$ cat src/rtl/physics_episode_ctrl_if.sv
// Agent/host side of the episode controller: observation out, action in, result out.
// master = agent/host, slave = controller.
interface physics_episode_ctrl_if #(
  parameter int STEPS_W = 16
) ();
  logic                      obs_valid;
  logic signed [15:0]        obs_x;
  logic signed [15:0]        obs_y;
  logic                      act_valid;
  logic                      act_ready;
  logic signed [23:0]        act_fx;
  logic signed [23:0]        act_fy;
  logic                      res_valid;
  logic                      res_ready;
  logic                      res_goal;
  logic [STEPS_W-1:0]        res_steps;
  logic [STEPS_W-1:0]        res_stalls;

  modport master (
    input  obs_valid, obs_x, obs_y, act_ready, res_valid, res_goal, res_steps, res_stalls,
    output act_valid, act_fx, act_fy, res_ready
  );

  modport slave (
    output obs_valid, obs_x, obs_y, act_ready, res_valid, res_goal, res_steps, res_stalls,
    input  act_valid, act_fx, act_fy, res_ready
  );
endinterface

$ cat src/rtl/physics_episode_ctrl.sv
// Episode sequencer for the 2-D rolling-ball integrator: plant reset, two init pulses,
// then one observation/action exchange and one plant clk_en pulse per step until goal or budget.
module physics_episode_ctrl #(
  parameter int RST_CYC = 4,
  parameter int ACT_TMO = 1024,
  parameter int STEPS_W = 16
) (
  input  logic                     clk,
  input  logic                     rst,
  input  logic                     start_i,
  input  logic                     abort_i,
  input  logic [5:0]               mass_g_i,
  input  logic [STEPS_W-1:0]       max_steps_i,
  physics_episode_ctrl_if.slave    agent,
  output logic                     plant_rst_n_o,
  output logic                     plant_clk_en_o,
  output logic signed [23:0]       plant_fx_o,
  output logic signed [23:0]       plant_fy_o,
  output logic [5:0]               plant_mass_o,
  input  logic signed [15:0]       plant_px_i,
  input  logic signed [15:0]       plant_py_i,
  input  logic                     plant_goal_i,
  output logic                     busy_o
);

  localparam int RCW = (RST_CYC > 1) ? $clog2(RST_CYC) : 1;
  localparam int TCW = (ACT_TMO > 1) ? $clog2(ACT_TMO) : 1;
  localparam logic [RCW-1:0]     RC_LAST = RCW'(RST_CYC - 1);
  localparam logic [TCW-1:0]     TC_LAST = TCW'(ACT_TMO - 1);
  localparam logic [STEPS_W-1:0] CNT_SAT = '1;

  typedef enum logic [2:0] {
    S_IDLE, S_RST, S_INIT0, S_INIT1, S_WAIT_ACT, S_STEP, S_DONE
  } state_t;

  state_t              r_state;
  state_t              w_next;
  logic [RCW-1:0]      r_rst_cnt;
  logic [TCW-1:0]      r_tmo_cnt;
  logic [STEPS_W-1:0]  r_step_cnt;
  logic [STEPS_W-1:0]  r_stall_cnt;
  logic [STEPS_W-1:0]  r_max_steps;
  logic [5:0]          r_mass;
  logic signed [23:0]  r_fx;
  logic signed [23:0]  r_fy;
  logic                r_res_goal;
  logic                w_offer;
  logic                w_accept;
  logic                w_timeout;

  always_ff @(posedge clk or posedge rst) begin
    // NOTE: state registers use non-blocking assignments so every flop samples pre-edge values.
    if (rst) r_state <= S_IDLE;
    else     r_state <= w_next;
  end

  always_comb begin
    // NOTE: every signal gets a default before the case so no path leaves it unassigned (no latch).
    w_next    = r_state;
    w_offer   = 1'b0;
    w_accept  = 1'b0;
    w_timeout = 1'b0;
    unique case (r_state)
      S_IDLE:  if (start_i) w_next = S_RST;
      S_RST:   if (r_rst_cnt == RC_LAST) w_next = S_INIT0;
      S_INIT0: w_next = S_INIT1;
      S_INIT1: w_next = S_WAIT_ACT;
      S_WAIT_ACT: begin
        // The goal flag is taken as presented; it wins over an exhausted budget.
        if (plant_goal_i || (r_step_cnt == r_max_steps)) begin
          w_next = S_DONE;
        end else begin
          w_offer = 1'b1;
          if (agent.act_valid) begin
            w_accept = 1'b1;
            w_next   = S_STEP;
          end else if (r_tmo_cnt == TC_LAST) begin
            w_timeout = 1'b1;
            w_next    = S_STEP;
          end
        end
      end
      S_STEP:  w_next = S_WAIT_ACT;
      S_DONE:  if (agent.res_ready) w_next = S_IDLE;
      default: w_next = S_IDLE;
    endcase
    if (abort_i && (r_state != S_IDLE)) begin
      w_next    = S_IDLE;
      w_accept  = 1'b0;
      w_timeout = 1'b0;
    end
  end

  always_ff @(posedge clk or posedge rst) begin
    if (rst) begin
      r_rst_cnt   <= '0;
      r_tmo_cnt   <= '0;
      r_step_cnt  <= '0;
      r_stall_cnt <= '0;
      r_max_steps <= '0;
      r_mass      <= '0;
      r_fx        <= '0;
      r_fy        <= '0;
      r_res_goal  <= 1'b0;
    end else begin
      if ((r_state == S_IDLE) && start_i) begin
        r_mass      <= mass_g_i;
        r_max_steps <= max_steps_i;
        r_rst_cnt   <= '0;
        r_tmo_cnt   <= '0;
        r_step_cnt  <= '0;
        r_stall_cnt <= '0;
        r_fx        <= '0;
        r_fy        <= '0;
        r_res_goal  <= 1'b0;
      end
      if (r_state == S_RST) r_rst_cnt <= r_rst_cnt + 1'b1;
      if (w_accept) begin
        r_fx      <= agent.act_fx;
        r_fy      <= agent.act_fy;
        r_tmo_cnt <= '0;
      end else if (w_timeout) begin
        r_fx      <= '0;
        r_fy      <= '0;
        r_tmo_cnt <= '0;
        if (r_stall_cnt != CNT_SAT) r_stall_cnt <= r_stall_cnt + 1'b1;
      end else if (w_offer) begin
        r_tmo_cnt <= r_tmo_cnt + 1'b1;
      end
      if ((r_state == S_STEP) && !abort_i && (r_step_cnt != CNT_SAT))
        r_step_cnt <= r_step_cnt + 1'b1;
      if ((r_state == S_WAIT_ACT) && (w_next == S_DONE))
        r_res_goal <= plant_goal_i;
    end
  end

  assign busy_o         = (r_state != S_IDLE);
  assign plant_rst_n_o  = !((r_state == S_IDLE) || (r_state == S_RST));
  assign plant_clk_en_o = ((r_state == S_INIT0) || (r_state == S_INIT1) || (r_state == S_STEP))
                          && !abort_i;
  assign plant_fx_o     = r_fx;
  assign plant_fy_o     = r_fy;
  assign plant_mass_o   = r_mass;

  assign agent.obs_valid  = w_offer;
  assign agent.obs_x      = w_offer ? plant_px_i : '0;
  assign agent.obs_y      = w_offer ? plant_py_i : '0;
  assign agent.act_ready  = w_offer && !abort_i;
  assign agent.res_valid  = (r_state == S_DONE);
  assign agent.res_goal   = r_res_goal;
  assign agent.res_steps  = r_step_cnt;
  assign agent.res_stalls = r_stall_cnt;

endmodule
$ cat src/flat_wrapper.sv
// flat-port wrapper written by rule: the top's interface ports become plain ports
module physics_episode_ctrl_flat 
#(
  parameter int RST_CYC = 4,
  parameter int ACT_TMO = 1024,
  parameter int STEPS_W = 16
)
  (clk, rst, start_i, abort_i, mass_g_i, max_steps_i, plant_rst_n_o, plant_clk_en_o, plant_fx_o, plant_fy_o, plant_mass_o, plant_px_i, plant_py_i, plant_goal_i, busy_o, agent_obs_valid, agent_obs_x, agent_obs_y, agent_act_ready, agent_res_valid, agent_res_goal, agent_res_steps, agent_res_stalls, agent_act_valid, agent_act_fx, agent_act_fy, agent_res_ready);
  physics_episode_ctrl_if #(.STEPS_W(STEPS_W)) agent_i ();
  input  logic clk;
  input  logic rst;
  input  logic start_i;
  input  logic abort_i;
  input  logic [5:0] mass_g_i;
  input  logic [STEPS_W-1:0] max_steps_i;
  output logic plant_rst_n_o;
  output logic plant_clk_en_o;
  output logic signed [23:0] plant_fx_o;
  output logic signed [23:0] plant_fy_o;
  output logic [5:0] plant_mass_o;
  input  logic signed [15:0] plant_px_i;
  input  logic signed [15:0] plant_py_i;
  input  logic plant_goal_i;
  output logic busy_o;
  output wire logic [$bits(agent_i.obs_valid)-1:0] agent_obs_valid;
  output wire logic [$bits(agent_i.obs_x)-1:0] agent_obs_x;
  output wire logic [$bits(agent_i.obs_y)-1:0] agent_obs_y;
  output wire logic [$bits(agent_i.act_ready)-1:0] agent_act_ready;
  output wire logic [$bits(agent_i.res_valid)-1:0] agent_res_valid;
  output wire logic [$bits(agent_i.res_goal)-1:0] agent_res_goal;
  output wire logic [$bits(agent_i.res_steps)-1:0] agent_res_steps;
  output wire logic [$bits(agent_i.res_stalls)-1:0] agent_res_stalls;
  input wire logic [$bits(agent_i.act_valid)-1:0] agent_act_valid;
  input wire logic [$bits(agent_i.act_fx)-1:0] agent_act_fx;
  input wire logic [$bits(agent_i.act_fy)-1:0] agent_act_fy;
  input wire logic [$bits(agent_i.res_ready)-1:0] agent_res_ready;
  assign agent_obs_valid = agent_i.obs_valid;
  assign agent_obs_x = agent_i.obs_x;
  assign agent_obs_y = agent_i.obs_y;
  assign agent_act_ready = agent_i.act_ready;
  assign agent_res_valid = agent_i.res_valid;
  assign agent_res_goal = agent_i.res_goal;
  assign agent_res_steps = agent_i.res_steps;
  assign agent_res_stalls = agent_i.res_stalls;
  assign agent_i.act_valid = agent_act_valid;
  assign agent_i.act_fx = agent_act_fx;
  assign agent_i.act_fy = agent_act_fy;
  assign agent_i.res_ready = agent_res_ready;
  physics_episode_ctrl #(.RST_CYC(RST_CYC), .ACT_TMO(ACT_TMO), .STEPS_W(STEPS_W)) u_core (.clk(clk), .rst(rst), .start_i(start_i), .abort_i(abort_i), .mass_g_i(mass_g_i), .max_steps_i(max_steps_i), .agent(agent_i), .plant_rst_n_o(plant_rst_n_o), .plant_clk_en_o(plant_clk_en_o), .plant_fx_o(plant_fx_o), .plant_fy_o(plant_fy_o), .plant_mass_o(plant_mass_o), .plant_px_i(plant_px_i), .plant_py_i(plant_py_i), .plant_goal_i(plant_goal_i), .busy_o(busy_o));
endmodule
$ cat config.mk
export PLATFORM = sky130hd
export DESIGN_NAME = physics_episode_ctrl_flat
export DESIGN_NICKNAME = d
export VERILOG_FILES = /design/src/rtl/physics_episode_ctrl_if.sv /design/src/rtl/physics_episode_ctrl.sv /design/src/flat_wrapper.sv
export SDC_FILE = /design/constraint.sdc
export NUM_CORES = 1
export LEC_CHECK = 0
export CORE_MARGIN = 2
export CORE_UTILIZATION = 34
export CTS_BUF_LIST = sky130_fd_sc_hd__clkbuf_8
export DETAILED_ROUTE_END_ITERATION = 7
export PLACE_DENSITY = 0.7
export SLEW_MARGIN = 15
export SYNTH_ARGS = -nofsm -noshare
export SYNTH_HDL_FRONTEND = slang
export SYNTH_SLANG_ARGS = --single-unit
$ cat constraint.sdc
create_clock -name clk -period 7.05 [get_ports clk]
set_input_delay 2.115 -clock clk [delete_from_list [all_inputs] [get_ports clk]]
set_output_delay 2.115 -clock clk [all_outputs]
set_load 0.02 [all_outputs]
==> key figures, run 1 <==
CTS
  • Clock-pin slew on the worst setup and hold paths: 70 ps
  • CTS tree: built
  • Post-CTS sizing: 0
  • CTS Hold Bufs: 0
  • Clk root buf: clkbuf_8
  • Maximum root-to-sink buffer count: 2
  • CTS Buf Count: 17
  • Total setup buffers inserted after CTS: 0
  • CTS Sinks: 118
  • Htree depth: 4
  • Skew-Pair Late Insertion Delay: 450 ps

Route
  • DR WL/cell: 16.1 um
  • DRC errors left: 0
  • Vias post-DR: 5305
  • Drt pass-1 iters: 5
  • DRT Wirelength: 16900 um
  • Via/cell ratio: 5.04
  • DR iter-0 viols: 280
  • Post-DRT Antenna Nets: 0

Critical path
  • Arr. time, crit path: 3990 ps
  • R2R cell count: 7
  • R2R Path End: u_core.plant_fx_o[8]$_DFFE_PP0P_
  • Worst EP required: 4930 ps
  • Worst Path Class, Setup: in2out
  • R2r setup slk: 4450 ps
  • CP cell instances: clkdlybuf4s50_1 > or2_0 > nor2_1 > clkdlybuf4s50_1
  • Worst Path Max Fanout: 6
  • Startpoint type of the worst setup path: primary input
  • Worst reg2reg startpoint: u_core.agent.res_steps[0]$_DFFE_PP0P_
  • Critical path endpoint category: output port
  • Setup crit start: plant_goal_i
  • Slowest-stage cell, CP: clkdlybuf4s50_1
  • CP endpoint: agent_obs_valid
  • CP peak stage delay: 670 ps
  • Most frequent CP cell: clkdlybuf4s50_1

Global route
  • Remaining Overflow, GRT: 0
  • Vias in the first global route: 4888
  • First-pass GRT wire length: 26500 um
  • Initial antenna violation count: 0
  • Pin count of the biggest net entering global routing: 62
  • GRT Total Usage: 18.5%

STA
  • Period utilization: 86.5%
  • Max transition margin: 49.5%
  • Fmax: 0.164 GHz
  • Measured slew at the worst slew-check pin: 758 ps
  • Hold Vio Cnt, Final: 0
  • Sum of negative setup slack: 0 ps
  • Slew Limit Fails: 0
  • Final Setup Violations: 0
  • Clock skew: 12.7 ps
  • Tmin final: 6100 ps
  • RSZ-0062 raised after global routing: false

Power
  • Switching share of power: 30.8%
  • Pint: 0.00131 W
  • Sequential share of power: 42.7%
  • Power Dens Cells: 215 nW/um2
  • Clock power share: 34.5%
  • Sw power: 0.000582 W
  • Comb power frac: 22.8%
  • VDD IR max: 0.143 mV
  • Tot Pwr: 0.00189 W
  • Lkg Pwr: 3.93 nW

Die
  • # rows: 48
  • Die Ht: 135 um
  • DIE AREA: 18300 um2
  • Initial Util: 34.4%
  • I/O pin cnt: 234
  • Core box area: 17100 um2
  • Die width: 135 um

Yosys
  • Cell variety after synth: 56
  • Syn. warnings: 0
  • Number of synthesized register bits: 118
  • Mapped Cells: 589
  • Asr flop ratio synth: 100%
  • Synth area leader: dfrtp_1
  • Post-synthesis sequential area ratio: 50.4%
  • Synth area leaders: dfrtp_1 (50%), a22o_1 (7.6%), nand2_1 (6.9%)
  • Cell area after synthesis: 5860 um2
  • EDFF count, synth: 0
  • Synth Area per Inst: 9.95 um2
  • Syn_nets: 702
  • Ys flop type: dfrtp_1
  • Synth top area share: 50.4%

Cells and area
  • FILL cells: 1584
  • Multi-input logic area: 2660 um2
  • Diode count: 0
  • Fraction of layout instances using a drive strength above 1: 7.13%
  • Core Util, Final: 51.4%
  • Sequential cell area: 2950 um2
  • # nets final: 927
  • Synth-to-Final Area Change: 49.6%
  • Non-Filler Instances: 1052

Min path
  • Hold WC Path Type: reg2reg

Placement
  • # port buffers: 233
  • Cell count after placement: 1020
  • HPWL Detailed: 11700 um
  • Routability congestion estimate: 0.809

Run status
  • Outcome: finished, final reports clean

Run
  • Max-Cap Viols: 0
-- cell families (layout without fill, tap and decap cells) --
| kind of cell | after synthesis | after routing | synth area share [%] |
|---|---|---|---|
| buf+inv | 51 | 289 | 4.42 |
| xor+xnor | 18 | 18 | 2.69 |
| simple gates | 267 | 267 | 23.4 |
| flops | 118 | 118 | 50.4 |
| compound gates | 116 | 116 | 15.7 |
| fa+ha+maj | 4 | 4 | 0.854 |
| mux | 15 | 15 | 2.56 |
-- power groups by stage --
stage / logic [W] / clock network (W) / registers, W
global route: 0.000479 / 0.000712 / 0.000817
global placement: 0.000432 / 0 / 0.000817
finish: 0.000431 / 0.000651 / 0.000806
floorplan: 0.000255 / 0 / 0.000827
CTS: 0.000438 / 0.000677 / 0.000807
detailed placement: 0.000436 / 0 / 0.000819
-- state kept, by name (all words and copies together), names as in the netlist --
register and count:
u_core.r_rst_cnt 2, u_core.r_tmo_cnt 10, u_core.plant_fx_o 24, u_core.agent.res_stalls 16
u_core.plant_fy_o 24, u_core.agent.res_steps 16, u_core.plant_mass_o 6, u_core.agent.res_goal 1
u_core.r_max_steps 16, u_core.r_state 3
-- through the flow --
| step | cell area, um2 | worst slack [ps] | hold slack (ps) |
|---|---|---|---|
| floorplan | 5860 | 1810 | 463 |
| detailed placement | 8350 | 956 | 463 |
| global route | 8770 | 873 | 502 |
| CTS | 8770 | 947 | 482 |
| finish | 8770 | 949 | 476 |
| global placement | 8350 | 997 | 457 |
-- area by class of cell --
cell class              instances  share of cell area [%]
inverters                      15                   0.670
clock buffers                  19                    2.98
flip-flops and latches        118                    33.7
well taps                     225                    3.21
clock inverters                13                    1.77
repair buffers                242                    27.4
multi-input cells             420                    30.3
-- synthesized netlist by cell type, types with 11 or more instances --
master / n
a22o_1: 51
and3_1: 43
clkbuf_1: 16
dfrtp_1: 118
inv_1: 15
mux2i_1: 15
nand2_1: 107
nand2b_1: 11
nand3_1: 27
nand4_1: 13
nor2_1: 23
o21ai_0: 13
xor2_1: 16
-- how the worst min path moves through the flow --
stage                                             from                            endpoint  slack [ps]  cells past startpoint
finish              u_core.plant_mass_o[5]$_DFFE_PP0P_  u_core.plant_mass_o[5]$_DFFE_PP0P_         480                      2
global route        u_core.plant_mass_o[4]$_DFFE_PP0P_  u_core.plant_mass_o[4]$_DFFE_PP0P_         500                      2
CTS                 u_core.plant_mass_o[5]$_DFFE_PP0P_  u_core.plant_mass_o[5]$_DFFE_PP0P_         480                      2
detailed placement  u_core.plant_mass_o[5]$_DFFE_PP0P_  u_core.plant_mass_o[5]$_DFFE_PP0P_         460                      2
global placement    u_core.plant_mass_o[4]$_DFFE_PP0P_  u_core.plant_mass_o[4]$_DFFE_PP0P_         460                      2
floorplan              u_core.r_rst_cnt[0]$_DFFE_PP0P_     u_core.r_rst_cnt[0]$_DFFE_PP0P_         460                      1
-- cells in the final DEF (no fill, tap or decap), types with 4 or more instances in the layout --
master,synthesis,final
a21oi_1,8,8
a31oi_1,8,8
nor2_1,23,22
nor3_1,9,9
clkinv_2,0,4
xor2_1,16,16
nand3_1,27,27
clkbuf_8,0,19
inv_1,15,15
nand4_1,13,13
o221ai_1,8,8
o21ai_0,13,13
dfrtp_1,118,118
clkdlybuf4s50_1,0,233
buf_4,7,9
o31ai_1,7,7
nand2_1,107,107
nor4_1,7,7
mux2i_1,15,15
nand2b_1,11,11
a22o_1,51,51
and3_1,43,43
ha_1,4,4
-- critical path, delay by kind of cell --
family	cells	cell delay, ps
buffers and inverters	2	1190
and+or+nand+nor	2	680
-- metal layers --
| layer | up-vias | global-route usage (%) | routed length (um) |
|---|---|---|---|
| met3 | 21 | 6.25 | 1350 |
| met5 | - | 0 | 0 |
| li1 | 2601 | - | - |
| met2 | 188 | 27.7 | 7620 |
| met4 | 0 | 6.25 | 290 |
| met1 | 2495 | 25.1 | 7660 |
(Power assumes the default switching activity.)
==> run 2: changes to the inputs <==
--- a/config.mk
+++ b/config.mk
@@ -10,7 +10,6 @@
 export CTS_BUF_LIST = sky130_fd_sc_hd__clkbuf_8
 export DETAILED_ROUTE_END_ITERATION = 7
 export PLACE_DENSITY = 0.7
-export SLEW_MARGIN = 15
 export SYNTH_ARGS = -nofsm -noshare
 export SYNTH_HDL_FRONTEND = slang
 export SYNTH_SLANG_ARGS = --single-unit
==> results of run 2 <==
No change in the layout: final DEF, timing and power equal those of run 1.
==> run 3: changes to the inputs <==
--- a/config.mk
+++ b/config.mk
@@ -5,10 +5,12 @@
 export SDC_FILE = /design/constraint.sdc
 export NUM_CORES = 1
 export LEC_CHECK = 0
+export CORE_ASPECT_RATIO = 0.5
 export CORE_MARGIN = 2
 export CORE_UTILIZATION = 34
 export CTS_BUF_LIST = sky130_fd_sc_hd__clkbuf_8
 export DETAILED_ROUTE_END_ITERATION = 7
+export GPL_TIMING_DRIVEN = 0
 export PLACE_DENSITY = 0.7
 export SYNTH_ARGS = -nofsm -noshare
 export SYNTH_HDL_FRONTEND = slang
==> key figures, run 3 (same netlist as run 1, synthesis figures left out) <==
Run
  • Max-Cap Viols: 0 (unchanged)

Critical path
  • Most frequent CP cell: clkdlybuf4s50_1
  • Critical path endpoint category: output port
  • Worst Path Class, Setup: in2out
  • Worst EP required: 4930 ps (about the same)
  • Worst Path Max Fanout: 10 (+4)
  • Startpoint type of the worst setup path: primary input
  • Slowest-stage cell, CP: clkdlybuf4s50_1
  • Arr. time, crit path: 4350 ps (+360 ps)
  • Buf/Inv on CP: 3 (+1)
  • CP peak stage delay: 630 ps (-40 ps)
  • CP cell instances: clkdlybuf4s50_1 > nor2_1 > clkbuf_1 > and3_1 > clkdlybuf4s50_1
  • Worst path top cell family by delay: buffers and inverters

Die
  • Initial Util: 35.2% (+0.86 points)
  • DIE AREA: 18400 um2 (+0.34%)
  • # rows: 33 (-31%)
  • Die Ht: 96.8 um (-28%)
  • Die width: 190 um (+40%)
  • I/O pin cnt: 234 (unchanged)
  • Core box area: 16600 um2 (-2.4%)

CTS
  • Maximum root-to-sink buffer count: 2 (unchanged)
  • Clock-pin slew on the worst setup and hold paths: 80 ps (about the same)
  • Total setup buffers inserted after CTS: 0 (unchanged)
  • CTS Sinks: 118 (unchanged)
  • CTS Hold Bufs: 0 (unchanged)
  • Post-CTS sizing: 0 (unchanged)
  • Skew-Pair Late Insertion Delay: 430 ps (-20 ps)
  • CTS tree: built
  • CTS Buf Count: 17 (unchanged)
  • Clk root buf: clkbuf_8
  • Htree depth: 4 (unchanged)

Min path
  • Hold WC Path Type: reg2reg

STA
  • Fmax: 0.155 GHz (-5.6%)
  • Period utilization: 91.7% (+5.2 points)
  • Measured slew at the worst slew-check pin: 745 ps (-12.9 ps)
  • RSZ-0062 raised after global routing: false
  • Slew Limit Fails: 0 (unchanged)
  • Max transition margin: 50.2% (+0.68 points)
  • Sum of negative setup slack: 0 ps (unchanged)
  • Clock skew: 19.8 ps (+7.10 ps)
  • Hold Vio Cnt, Final: 0 (unchanged)
  • Final Setup Violations: 0 (unchanged)
  • Tmin final: 6460 ps (+363 ps)

Route
  • DRT Wirelength: 17500 um (+3.5%)
  • DRC errors left: 0 (unchanged)
  • Drt pass-1 iters: 5 (unchanged)
  • Met2 WL: 7970 um (+4.7%)
  • DR WL/cell: 16.2 um (+0.68%)
  • Via/cell ratio: 5.10 (+1.2%)
  • DR iter-0 viols: 321 (+15%)
  • Vias post-DR: 5517 (+4.0%)
  • Metal3 WL: 937 um (-30%)
  • Wl on met1: 8320 um (+8.6%)
  • Uppermost layer routed: met4
  • Post-DRT Antenna Nets: 0 (unchanged)

Cells and area
  • Core Util, Final: 53.7% (+2.2 points)
  • Synth-to-Final Area Change: 52.3%
  • Fraction of layout instances using a drive strength above 1: 8.20% (+1.1 points)
  • Diode count: 0 (unchanged)
  • Most frequent cells in the layout: clkdlybuf4s50_1 (232), dfrtp_1 (118), nand2_1 (107)
  • # nets final: 954 (+2.9%)
  • Most common cell after layout, fill and taps aside: clkdlybuf4s50_1

Power
  • Lkg Pwr: 4.02 nW (+2.1%)
  • VDD IR max: 0.139 mV (-2.8%)
  • Power Dens Cells: 218 nW/um2 (+1.1%)

Placement
  • HPWL Detailed: 12900 um (+10%)
  • # port buffers: 232 (-0.43%)
  • Routability congestion estimate: 0.852 (+5.3%)

Global route
  • Initial antenna violation count: 0 (unchanged)
  • Remaining Overflow, GRT: 0 (unchanged)
  • GRT Total Usage: 19.2% (+0.74 points)
  • Pin count of the biggest net entering global routing: 61 (-1.6%)
  • First-pass GRT wire length: 28400 um (+7.1%)
  • Vias in the first global route: 5519 (+13%)

Run status
  • Outcome: finished, final reports clean
[run 3: cell count changes in the layout (fill, tap and decap cells not counted), moves of 2 or more]
cell	before	now
inv_6	1	5
clkinv_2	4	2
buf_6	0	4
buf_2	0	9
clkbuf_1	0	16
buf_4	9	7
[run 3: cell type report]
cell class                 instances  area, um2
fill                            1483       7710
sequential                       118       2950
multi-input combinational        420       2650
timing repair buffer             233       2350
tap                              227        284
clock buffer                      19        262
buffer                            36        203
clock inverter                    13        168
inverter                          15       61.3
[run 3: routing by layer]
metal | vias to the layer above | GRT usage (%)
met3 | 22 | 3.63
met2 | 192 | 30.5
met5 | - | 0
met1 | 2654 | 26.4
met4 | 0 | 6.56
li1 | 2649 | -
[run 3: through the flow]
stage / cell area, um2 / hold slack, ps / setup WS [ps] / cells / power [W]
after CTS: 8930 / 483 / 570 / 1081 / 0.00197
after global placement: 8470 / 460 / 7.07 / 1048 / 0.00127
after detailed placement: 8500 / 463 / 574 / 1049 / 0.00129
after global routing: 8930 / 520 / 470 / 1081 / 0.00205
after floorplan: 5860 / 463 / 1810 / 589 / 0.00108
final: 8930 / 481 / 586 / 1081 / 0.00194
[run 3: worst register-to-register path: stages, from the launching register on]
cell     delay (ps)
dfrtp_1         480
xor2_1          200
nor4_1          420
nand4_1         260
buf_4           250
a31oi_2         330
buf_6           210
buf_6           150
a22o_1          140
[run 3: power breakdown]
group | internal (W) | leakage [nW] | switching, W | total (W)
Clock | 0.000373 | 0.213 | 0.000301 | 0.000674
Combinational | 0.000210 | 2.20 | 0.000259 | 0.000469
Sequential | 0.000750 | 1.61 | 0.0000501 | 0.000800
Total | 0.00133 | 4.02 | 0.000610 | 0.00194
[run 3: worst paths after layout]
kind	cells after the start	start	end	slack, ps
max	5	plant_goal_i	agent_obs_x[9]	590
max reg2reg	8	u_core.agent.res_steps[0]$_DFFE_PP0P_	u_core.plant_fx_o[23]$_DFFE_PP0P_	4560
max in group asynchronous	3	rst	u_core.agent.res_goal$_DFFE_PP0P_	4210
min in group asynchronous	2	rst	u_core.plant_fy_o[4]$_DFFE_PP0P_	2130
min reg2reg	2	u_core.plant_mass_o[3]$_DFFE_PP0P_	u_core.plant_mass_o[3]$_DFFE_PP0P_	480
min	2	u_core.plant_mass_o[3]$_DFFE_PP0P_	u_core.plant_mass_o[3]$_DFFE_PP0P_	480
